===== src/rtl/clk_div_pkg.sv =====
`default_nettype none
// ============================================================================
// Module      : clk_div_pkg
// Description : Shared types and helpers for the clock divider controller:
//               the controller state encoding, the smallest legal divide
//               ratio and a legality check for requested ratios.
// Revision    : 1.0 - initial release
// ============================================================================
package clk_div_pkg;

  typedef enum logic [1:0] {
    IDLE  = 2'd0,
    RUN   = 2'd1,
    DRAIN = 2'd2
  } state_t;

  localparam int MIN_DIV = 2;

  // A ratio is usable only if it yields at least one high and one low cycle
  // and fits the configured ceiling.
  function automatic logic div_legal(input int div, input int max_div);
    return (div >= MIN_DIV) && (div <= max_div);
  endfunction

endpackage
`default_nettype wire


===== src/rtl/clk_div_ctrl_if.sv =====
`default_nettype none
// ============================================================================
// Module      : clk_div_ctrl_if
// Description : Configuration / status bundle of the clock divider controller.
//   en        : run (1) or gate low after the current period (0)
//   cfg_valid : new ratio offered            cfg_div : requested ratio
//   cfg_ready : ratio can be accepted        cfg_err : illegal ratio discarded
//   clk_out   : divided clock                cur_div : ratio in force
//   busy      : divider running or draining
//   master = configuration source, slave = clk_div_ctrl.
// Revision    : 1.0 - initial release
// ============================================================================
interface clk_div_ctrl_if #(
  parameter int DIV_W = 5
);
  logic             en;
  logic             cfg_valid;
  logic [DIV_W-1:0] cfg_div;
  logic             cfg_ready;
  logic             cfg_err;
  logic             clk_out;
  logic [DIV_W-1:0] cur_div;
  logic             busy;

  modport master (
    output en, cfg_valid, cfg_div,
    input  cfg_ready, cfg_err, clk_out, cur_div, busy
  );

  modport slave (
    input  en, cfg_valid, cfg_div,
    output cfg_ready, cfg_err, clk_out, cur_div, busy
  );
endinterface
`default_nettype wire


===== src/rtl/clk_div_core.sv =====
`default_nettype none
// ============================================================================
// Module      : clk_div_core
// Description : Divider datapath: period counter, ratio register, posedge and
//               negedge phase flops and the glitch-free output OR.
//   clk_in, rst_n : source clock, async active-low reset
//   run           : divider is active in the coming cycle
//   load/load_div : swap in a new ratio at this edge (caller guarantees the
//                   edge is a period boundary or the divider is idle)
//   boundary      : current cycle is the last one of the period
//   clk_out       : divided clock        cur_div : ratio in force
// Revision    : 1.0 - initial release
// ============================================================================
module clk_div_core
  import clk_div_pkg::*;
#(
  parameter int MAX_DIV   = 16,
  parameter int DIV_W     = $clog2(MAX_DIV + 1),
  parameter int RESET_DIV = 3
) (
  input  wire logic             clk_in,
  input  wire logic             rst_n,
  input  wire logic             run,
  input  wire logic             load,
  input  wire logic [DIV_W-1:0] load_div,
  output logic                  boundary,
  output logic                  clk_out,
  output logic [DIV_W-1:0]      cur_div
);

  logic [DIV_W-1:0] r_cnt;
  logic [DIV_W-1:0] r_div;
  logic             r_active;
  logic             r_pos;
  logic             r_neg;
  logic [DIV_W-1:0] w_cnt_nxt;
  logic [DIV_W-1:0] w_div_nxt;
  logic             w_pos_nxt;

  assign boundary = r_active && (r_cnt == r_div - 1'b1);

  always_comb begin
    w_div_nxt = load ? load_div : r_div;
    w_cnt_nxt = '0;
    // The first active cycle after idle is count 0, so the high phase begins
    // on the very edge that starts the divider.
    if (run && r_active && !boundary && !load) begin
      w_cnt_nxt = r_cnt + 1'b1;
    end
    w_pos_nxt = run && (w_cnt_nxt < (w_div_nxt >> 1));
  end

  always_ff @(posedge clk_in or negedge rst_n) begin
    if (!rst_n) begin
      r_cnt    <= '0;
      r_div    <= DIV_W'(RESET_DIV);
      r_active <= 1'b0;
      r_pos    <= 1'b0;
    end else begin
      r_cnt    <= w_cnt_nxt;
      r_div    <= w_div_nxt;
      r_active <= run;
      r_pos    <= w_pos_nxt;
    end
  end

  // Half-cycle stretch for odd ratios. It is always low when the ratio
  // changes (the last cycle of every period is low), so r_div[0] switching
  // at a boundary cannot glitch the OR.
  always_ff @(negedge clk_in or negedge rst_n) begin
    if (!rst_n) begin
      r_neg <= 1'b0;
    end else begin
      r_neg <= r_pos;
    end
  end

  assign clk_out = r_pos | (r_neg & r_div[0]);
  assign cur_div = r_div;

endmodule
`default_nettype wire


===== src/rtl/clk_div_ctrl.sv =====
`default_nettype none
// ============================================================================
// Module      : clk_div_ctrl
// Description : Runtime-reconfigurable glitch-free clock divider controller.
//               Accepts a ratio over valid/ready, defers it to a period
//               boundary (or applies it at once while idle) and gates the
//               divided clock cleanly with en.
//   clk_in, rst_n : source clock, async active-low reset
//   bus           : configuration / status bundle (slave side)
// Revision    : 1.0 - initial release
// ============================================================================
module clk_div_ctrl
  import clk_div_pkg::*;
#(
  parameter int MAX_DIV   = 16,
  parameter int DIV_W     = $clog2(MAX_DIV + 1),
  parameter int RESET_DIV = 3
) (
  input wire logic      clk_in,
  input wire logic      rst_n,
  clk_div_ctrl_if.slave bus
);

  state_t           r_state;
  state_t           w_state_nxt;
  logic             r_pend;
  logic [DIV_W-1:0] r_pend_div;
  logic             r_err;
  logic             w_xfer;
  logic             w_legal;
  logic             w_load;
  logic             w_run;
  logic             w_boundary;

  assign w_xfer  = bus.cfg_valid && !r_pend;
  assign w_legal = div_legal(32'(bus.cfg_div), MAX_DIV);
  // A ratio accepted on a boundary edge sets r_pend only after that edge,
  // so it waits for the following boundary.
  assign w_load  = r_pend && ((r_state == IDLE) || w_boundary);

  always_comb begin
    w_state_nxt = r_state;
    unique case (r_state)
      IDLE:    if (bus.en) w_state_nxt = RUN;
      RUN:     if (!bus.en) w_state_nxt = DRAIN;
      DRAIN: begin
        if (bus.en)          w_state_nxt = RUN;
        else if (w_boundary) w_state_nxt = IDLE;
      end
      default: w_state_nxt = IDLE;
    endcase
    w_run = (w_state_nxt != IDLE);
  end

  always_ff @(posedge clk_in or negedge rst_n) begin
    if (!rst_n) begin
      r_state    <= IDLE;
      r_pend     <= 1'b0;
      r_pend_div <= '0;
      r_err      <= 1'b0;
    end else begin
      r_state <= w_state_nxt;
      r_err   <= w_xfer && !w_legal;
      if (w_load) begin
        r_pend <= 1'b0;
      end else if (w_xfer && w_legal) begin
        r_pend     <= 1'b1;
        r_pend_div <= bus.cfg_div;
      end
    end
  end

  clk_div_core #(
    .MAX_DIV   (MAX_DIV),
    .DIV_W     (DIV_W),
    .RESET_DIV (RESET_DIV)
  ) u_core (
    .clk_in   (clk_in),
    .rst_n    (rst_n),
    .run      (w_run),
    .load     (w_load),
    .load_div (r_pend_div),
    .boundary (w_boundary),
    .clk_out  (bus.clk_out),
    .cur_div  (bus.cur_div)
  );

  assign bus.cfg_ready = !r_pend;
  assign bus.cfg_err   = r_err;
  assign bus.busy      = (r_state != IDLE);

endmodule
`default_nettype wire


===== src/flat_wrapper.sv =====
// flat-port wrapper written by rule: the top's interface ports become plain ports
module clk_div_ctrl_flat import clk_div_pkg::*;
#(
  parameter int MAX_DIV   = 16,
  parameter int DIV_W     = $clog2(MAX_DIV + 1),
  parameter int RESET_DIV = 3
)
  (clk_in, rst_n, bus_en, bus_cfg_valid, bus_cfg_div, bus_cfg_ready, bus_cfg_err, bus_clk_out, bus_cur_div, bus_busy);
  clk_div_ctrl_if #(.DIV_W(DIV_W)) bus_i ();
  input wire logic clk_in;
  input wire logic rst_n;
  input wire logic [$bits(bus_i.en)-1:0] bus_en;
  input wire logic [$bits(bus_i.cfg_valid)-1:0] bus_cfg_valid;
  input wire logic [$bits(bus_i.cfg_div)-1:0] bus_cfg_div;
  output wire logic [$bits(bus_i.cfg_ready)-1:0] bus_cfg_ready;
  output wire logic [$bits(bus_i.cfg_err)-1:0] bus_cfg_err;
  output wire logic [$bits(bus_i.clk_out)-1:0] bus_clk_out;
  output wire logic [$bits(bus_i.cur_div)-1:0] bus_cur_div;
  output wire logic [$bits(bus_i.busy)-1:0] bus_busy;
  assign bus_i.en = bus_en;
  assign bus_i.cfg_valid = bus_cfg_valid;
  assign bus_i.cfg_div = bus_cfg_div;
  assign bus_cfg_ready = bus_i.cfg_ready;
  assign bus_cfg_err = bus_i.cfg_err;
  assign bus_clk_out = bus_i.clk_out;
  assign bus_cur_div = bus_i.cur_div;
  assign bus_busy = bus_i.busy;
  clk_div_ctrl #(.MAX_DIV(MAX_DIV), .DIV_W(DIV_W), .RESET_DIV(RESET_DIV)) u_core (.clk_in(clk_in), .rst_n(rst_n), .bus(bus_i));
endmodule

===== config.mk =====
export PLATFORM = sky130hd
export DESIGN_NAME = clk_div_ctrl_flat
export DESIGN_NICKNAME = d
export VERILOG_FILES = /design/src/rtl/clk_div_pkg.sv /design/src/rtl/clk_div_ctrl_if.sv /design/src/rtl/clk_div_core.sv /design/src/rtl/clk_div_ctrl.sv /design/src/flat_wrapper.sv
export SDC_FILE = /design/constraint.sdc
export NUM_CORES = 1
export LEC_CHECK = 0
export ABC_AREA = 1
export CORE_AREA = 5 5 59 61
export CTS_CLUSTER_SIZE = 8
export DETAILED_ROUTE_END_ITERATION = 6
export DIE_AREA = 0 0 64 66
export PLACE_DENSITY = 0.68
export SLEW_MARGIN = 10
export SYNTH_ARGS = -nofsm -noshare
export SYNTH_HDL_FRONTEND = slang
export SYNTH_HIERARCHICAL = 1
export SYNTH_SLANG_ARGS = --single-unit

===== constraint.sdc =====
create_clock -name clk_in -period 2.6 [get_ports clk_in]
set_clock_uncertainty 0.1 [all_clocks]
set_input_delay 0.52 -clock clk_in [delete_from_list [all_inputs] [get_ports clk_in]]
set_output_delay 0.52 -clock clk_in [all_outputs]
set_load 0.01 [all_outputs]

==> metrics <==
die outline area 0.00422 sq mm; Hold Fails Final Rpt 0; failing checks negative setup slack; CTS root buffer clkbuf_4; number of slew-limit violations in the final report 0; crit path DAT 2.22 ns; Max rail drop VDD 0.684 mV; final critical-path setup slack -0.243 ns; starting utilization of the core area 0.424; number of I/O port buffers 17; worst-case setup slack after placement -0.339 ns; vertical extent of the die 66 um; I/O pin cnt 18; worst hold slack 0.382 ns; Vias/cell approximately 4.8; detailed-route DRC error count 0; maximum fanout count along the critical path 1; number of setup violations in the final report 2; register bit count reported by yosys 22; number of global-route vias before repair 1092; antenna-violating nets left 0; EDFF count, synth 0; Startpoint Class flip-flop; Slew Limit Headroom 0.824; largest net degree at the start of global routing 22; final core area utilization 0.589; number of max-cap violations 0; floorplan core area slightly below 0.003 sq mm; cell row count 20; number of antenna violations at the first check in global routing 0; Seq/Total Area, Yosys 0.446; Detailed Routing Iterations Pass 1 4; wire length per cell after detailed routing around 12 um; horizontal extent of the die 64 um; fraction of final layout cells sized beyond drive strength 1 0.346; overall routing resource usage 0.135; kind of end point of the critical path output pin; Post-Syn Area per Cell 8.43 sq um; area of the mapped netlist 0.00124 sq mm; Detailed Route WL 2.61 mm; WP data required 1.98 ns; number of hold buffers added after CTS 0; setup repair after global routing missed its margin true; ratio of total power to cell area 920 mW/mm^2; Clock H-tree levels 1; hold crit path type flip-flop to flip-flop; commonest register cell after synthesis dfrtp_1; number of nets in the synthesized netlist 161; run status finished, violations left; Gate Count Post-Synth 147; proportion of synthesized flip-flops having asynchronous set or reset 1.00; post-layout net count 203; number of library cell types mapped by synthesis 25; clock sink count 22; total congestion overflow 0; worst skew pair latency between 0.2 and 0.3 ns; Clk pin slew, worst setup/hold paths ~0.11 ns; global-route wire length before repair between 4 and 5 mm; routability congestion estimate 0.801; post-detailed-placement half-perimeter wirelength 2.07 mm; cell-by-cell listing of the critical path a21o_1 -> buf_2; antenna diode count 0; largest stage delay on the critical path between 0.4 and 0.5 ns; warnings from Yosys 6; TritonCTS buffer count 3; critical path class flip-flop to output pin; clock tree from TritonCTS built; cell type of the slowest stage on the worst timing path dfrtn_1; leakage dissipation 0.000864 uW; Tightest Pin Transition 0.262 ns; post-synthesis to final-layout area growth 39.1%; detailed router's first-iteration violation count 21; vias after detailed routing 1053; buffer levels on the longest clock path 2
-- worst paths after layout --
| path | from | endpoint | slack [ns] | cells after the start |
|---|---|---|---|---|
| worst min-delay path | u_core/r_pend_div[3] | u_core/r_pend_div[3] | 0.38 | 2 |
| worst max-delay path | u_core/u_core/r_neg | bus_clk_out | -0.24 | 2 |
| max in group asynchronous | rst_n | u_core/u_core/r_neg | 0.73 | 1 |
| worst max register to register | u_core/u_core/cur_div[1] | u_core/u_core/r_pos | -0.17 | 22 |
| min in group asynchronous | rst_n | u_core/u_core/r_cnt[0] | 0.58 | 2 |
| worst min register to register | u_core/r_pend_div[3] | u_core/r_pend_div[3] | 0.38 | 2 |
-- cell usage after synthesis, types with 3 or more instances --
cell      n  share of area
dfrtp_1  19           0.38
o21ai_1   4          0.016
nand2_2   3          0.015
nor2_1    8          0.024
inv_2     5          0.015
nand3_1  12          0.048
a21oi_2   3          0.021
xnor2_1   3          0.021
xor2_1    4          0.028
or2_1     4          0.020
nand3_2   3          0.024
nor2_4    4          0.036
ha_1      5          0.050
nand2_1  36           0.11
inv_1    21          0.064
-- final cells by class --
cell class                 instances  area (sq um)
fill                             251          1200
multi-input combinational         98           667
sequential                        22           553
timing repair buffer              38           339
inverter                          26          97.6
tap                               33          41.3
clock buffer                       4          26.3
-- where the power goes --
part | internal, uW | total (uW) | switching (uW)
clock network | 59.6 | 154 | 94.5
logic | 446 | 872 | 427
registers | 459 | 560 | 101
total | 964 | 1590 | 622
-- state kept, by name, indices dropped and copies added (netlist names) --
signal,count
u_core/r_pend_div,5
u_core/u_core/cur_div,5
u_core/u_core/r_cnt,5
u_core/r_state,2
u_core/bus.cfg_err,1
u_core/r_pend,1
u_core/u_core/r_active,1
u_core/u_core/r_neg,1
u_core/u_core/r_pos,1
-- layer usage --
layer,track usage,vias up,share of wire
li1,-,536,-
met1,0.146,504,0.39
met2,0.261,11,0.57
met3,0.0204,2,0.034
met4,0.0468,0,0.0084
met5,0,-,0
-- worst max-delay path, delay by kind of cell (launching register included) --
kind | cells | cell delay (ns)
DFF | 1 | 0.41
AOI/OAI and AO/OA | 1 | 0.10
buffers and inverters | 1 | 0.12
-- what timing repair did --
action | in CTS | in global routing
pin swaps | 5 | 14
setup endpoints to repair | 2 | 3
resized for setup | 8 | 16
setup buffers | 2 | 4
-- cell families after synthesis --
family	count (synthesis)	share of synthesized area
AOI/OAI and AO/OA	12	0.0626
and+or+nand+nor	74	0.307
xor gates and xnor gates	7	0.0494
DFF	22	0.446
adders and majority gates	5	0.0505
buffers and inverters	27	0.0848
-- per-stage QoR --
step	power [uW]	TNS, ns	instances	instance area [sq um]
5_1_grt	1730	-0.755	221	1720
4_1_cts	1500	-0.471	217	1620
3_3_place_gp	1290	-0.504	211	1570
2_1_floorplan	992	-0.104	147	1260
3_5_place_dp	1320	-0.598	211	1570
6_report	1590	-0.411	221	1720
-- cell usage in the layout, fill, tap and decap left out, types with 2 or more instances in the layout --
cell | netlist | final
a21oi_2 | 3 | 3
buf_4 | 1 | 19
clkbuf_4 | 0 | 3
clkdlybuf4s50_1 | 0 | 16
dfrtp_1 | 19 | 19
dfstp_2 | 2 | 2
ha_1 | 5 | 3
ha_4 | 0 | 2
inv_1 | 21 | 19
inv_2 | 5 | 7
nand2_1 | 36 | 31
nand2_2 | 3 | 7
nand2_4 | 2 | 3
nand3_1 | 12 | 12
nand3_2 | 3 | 2
nor2_1 | 8 | 5
nor2_2 | 0 | 2
nor2_4 | 4 | 5
o21ai_1 | 4 | 3
o21ai_2 | 1 | 4
or2_1 | 4 | 4
xnor2_1 | 3 | 3
xor2_1 | 4 | 4
No activity file was read; power rests on OpenSTA's default activity.
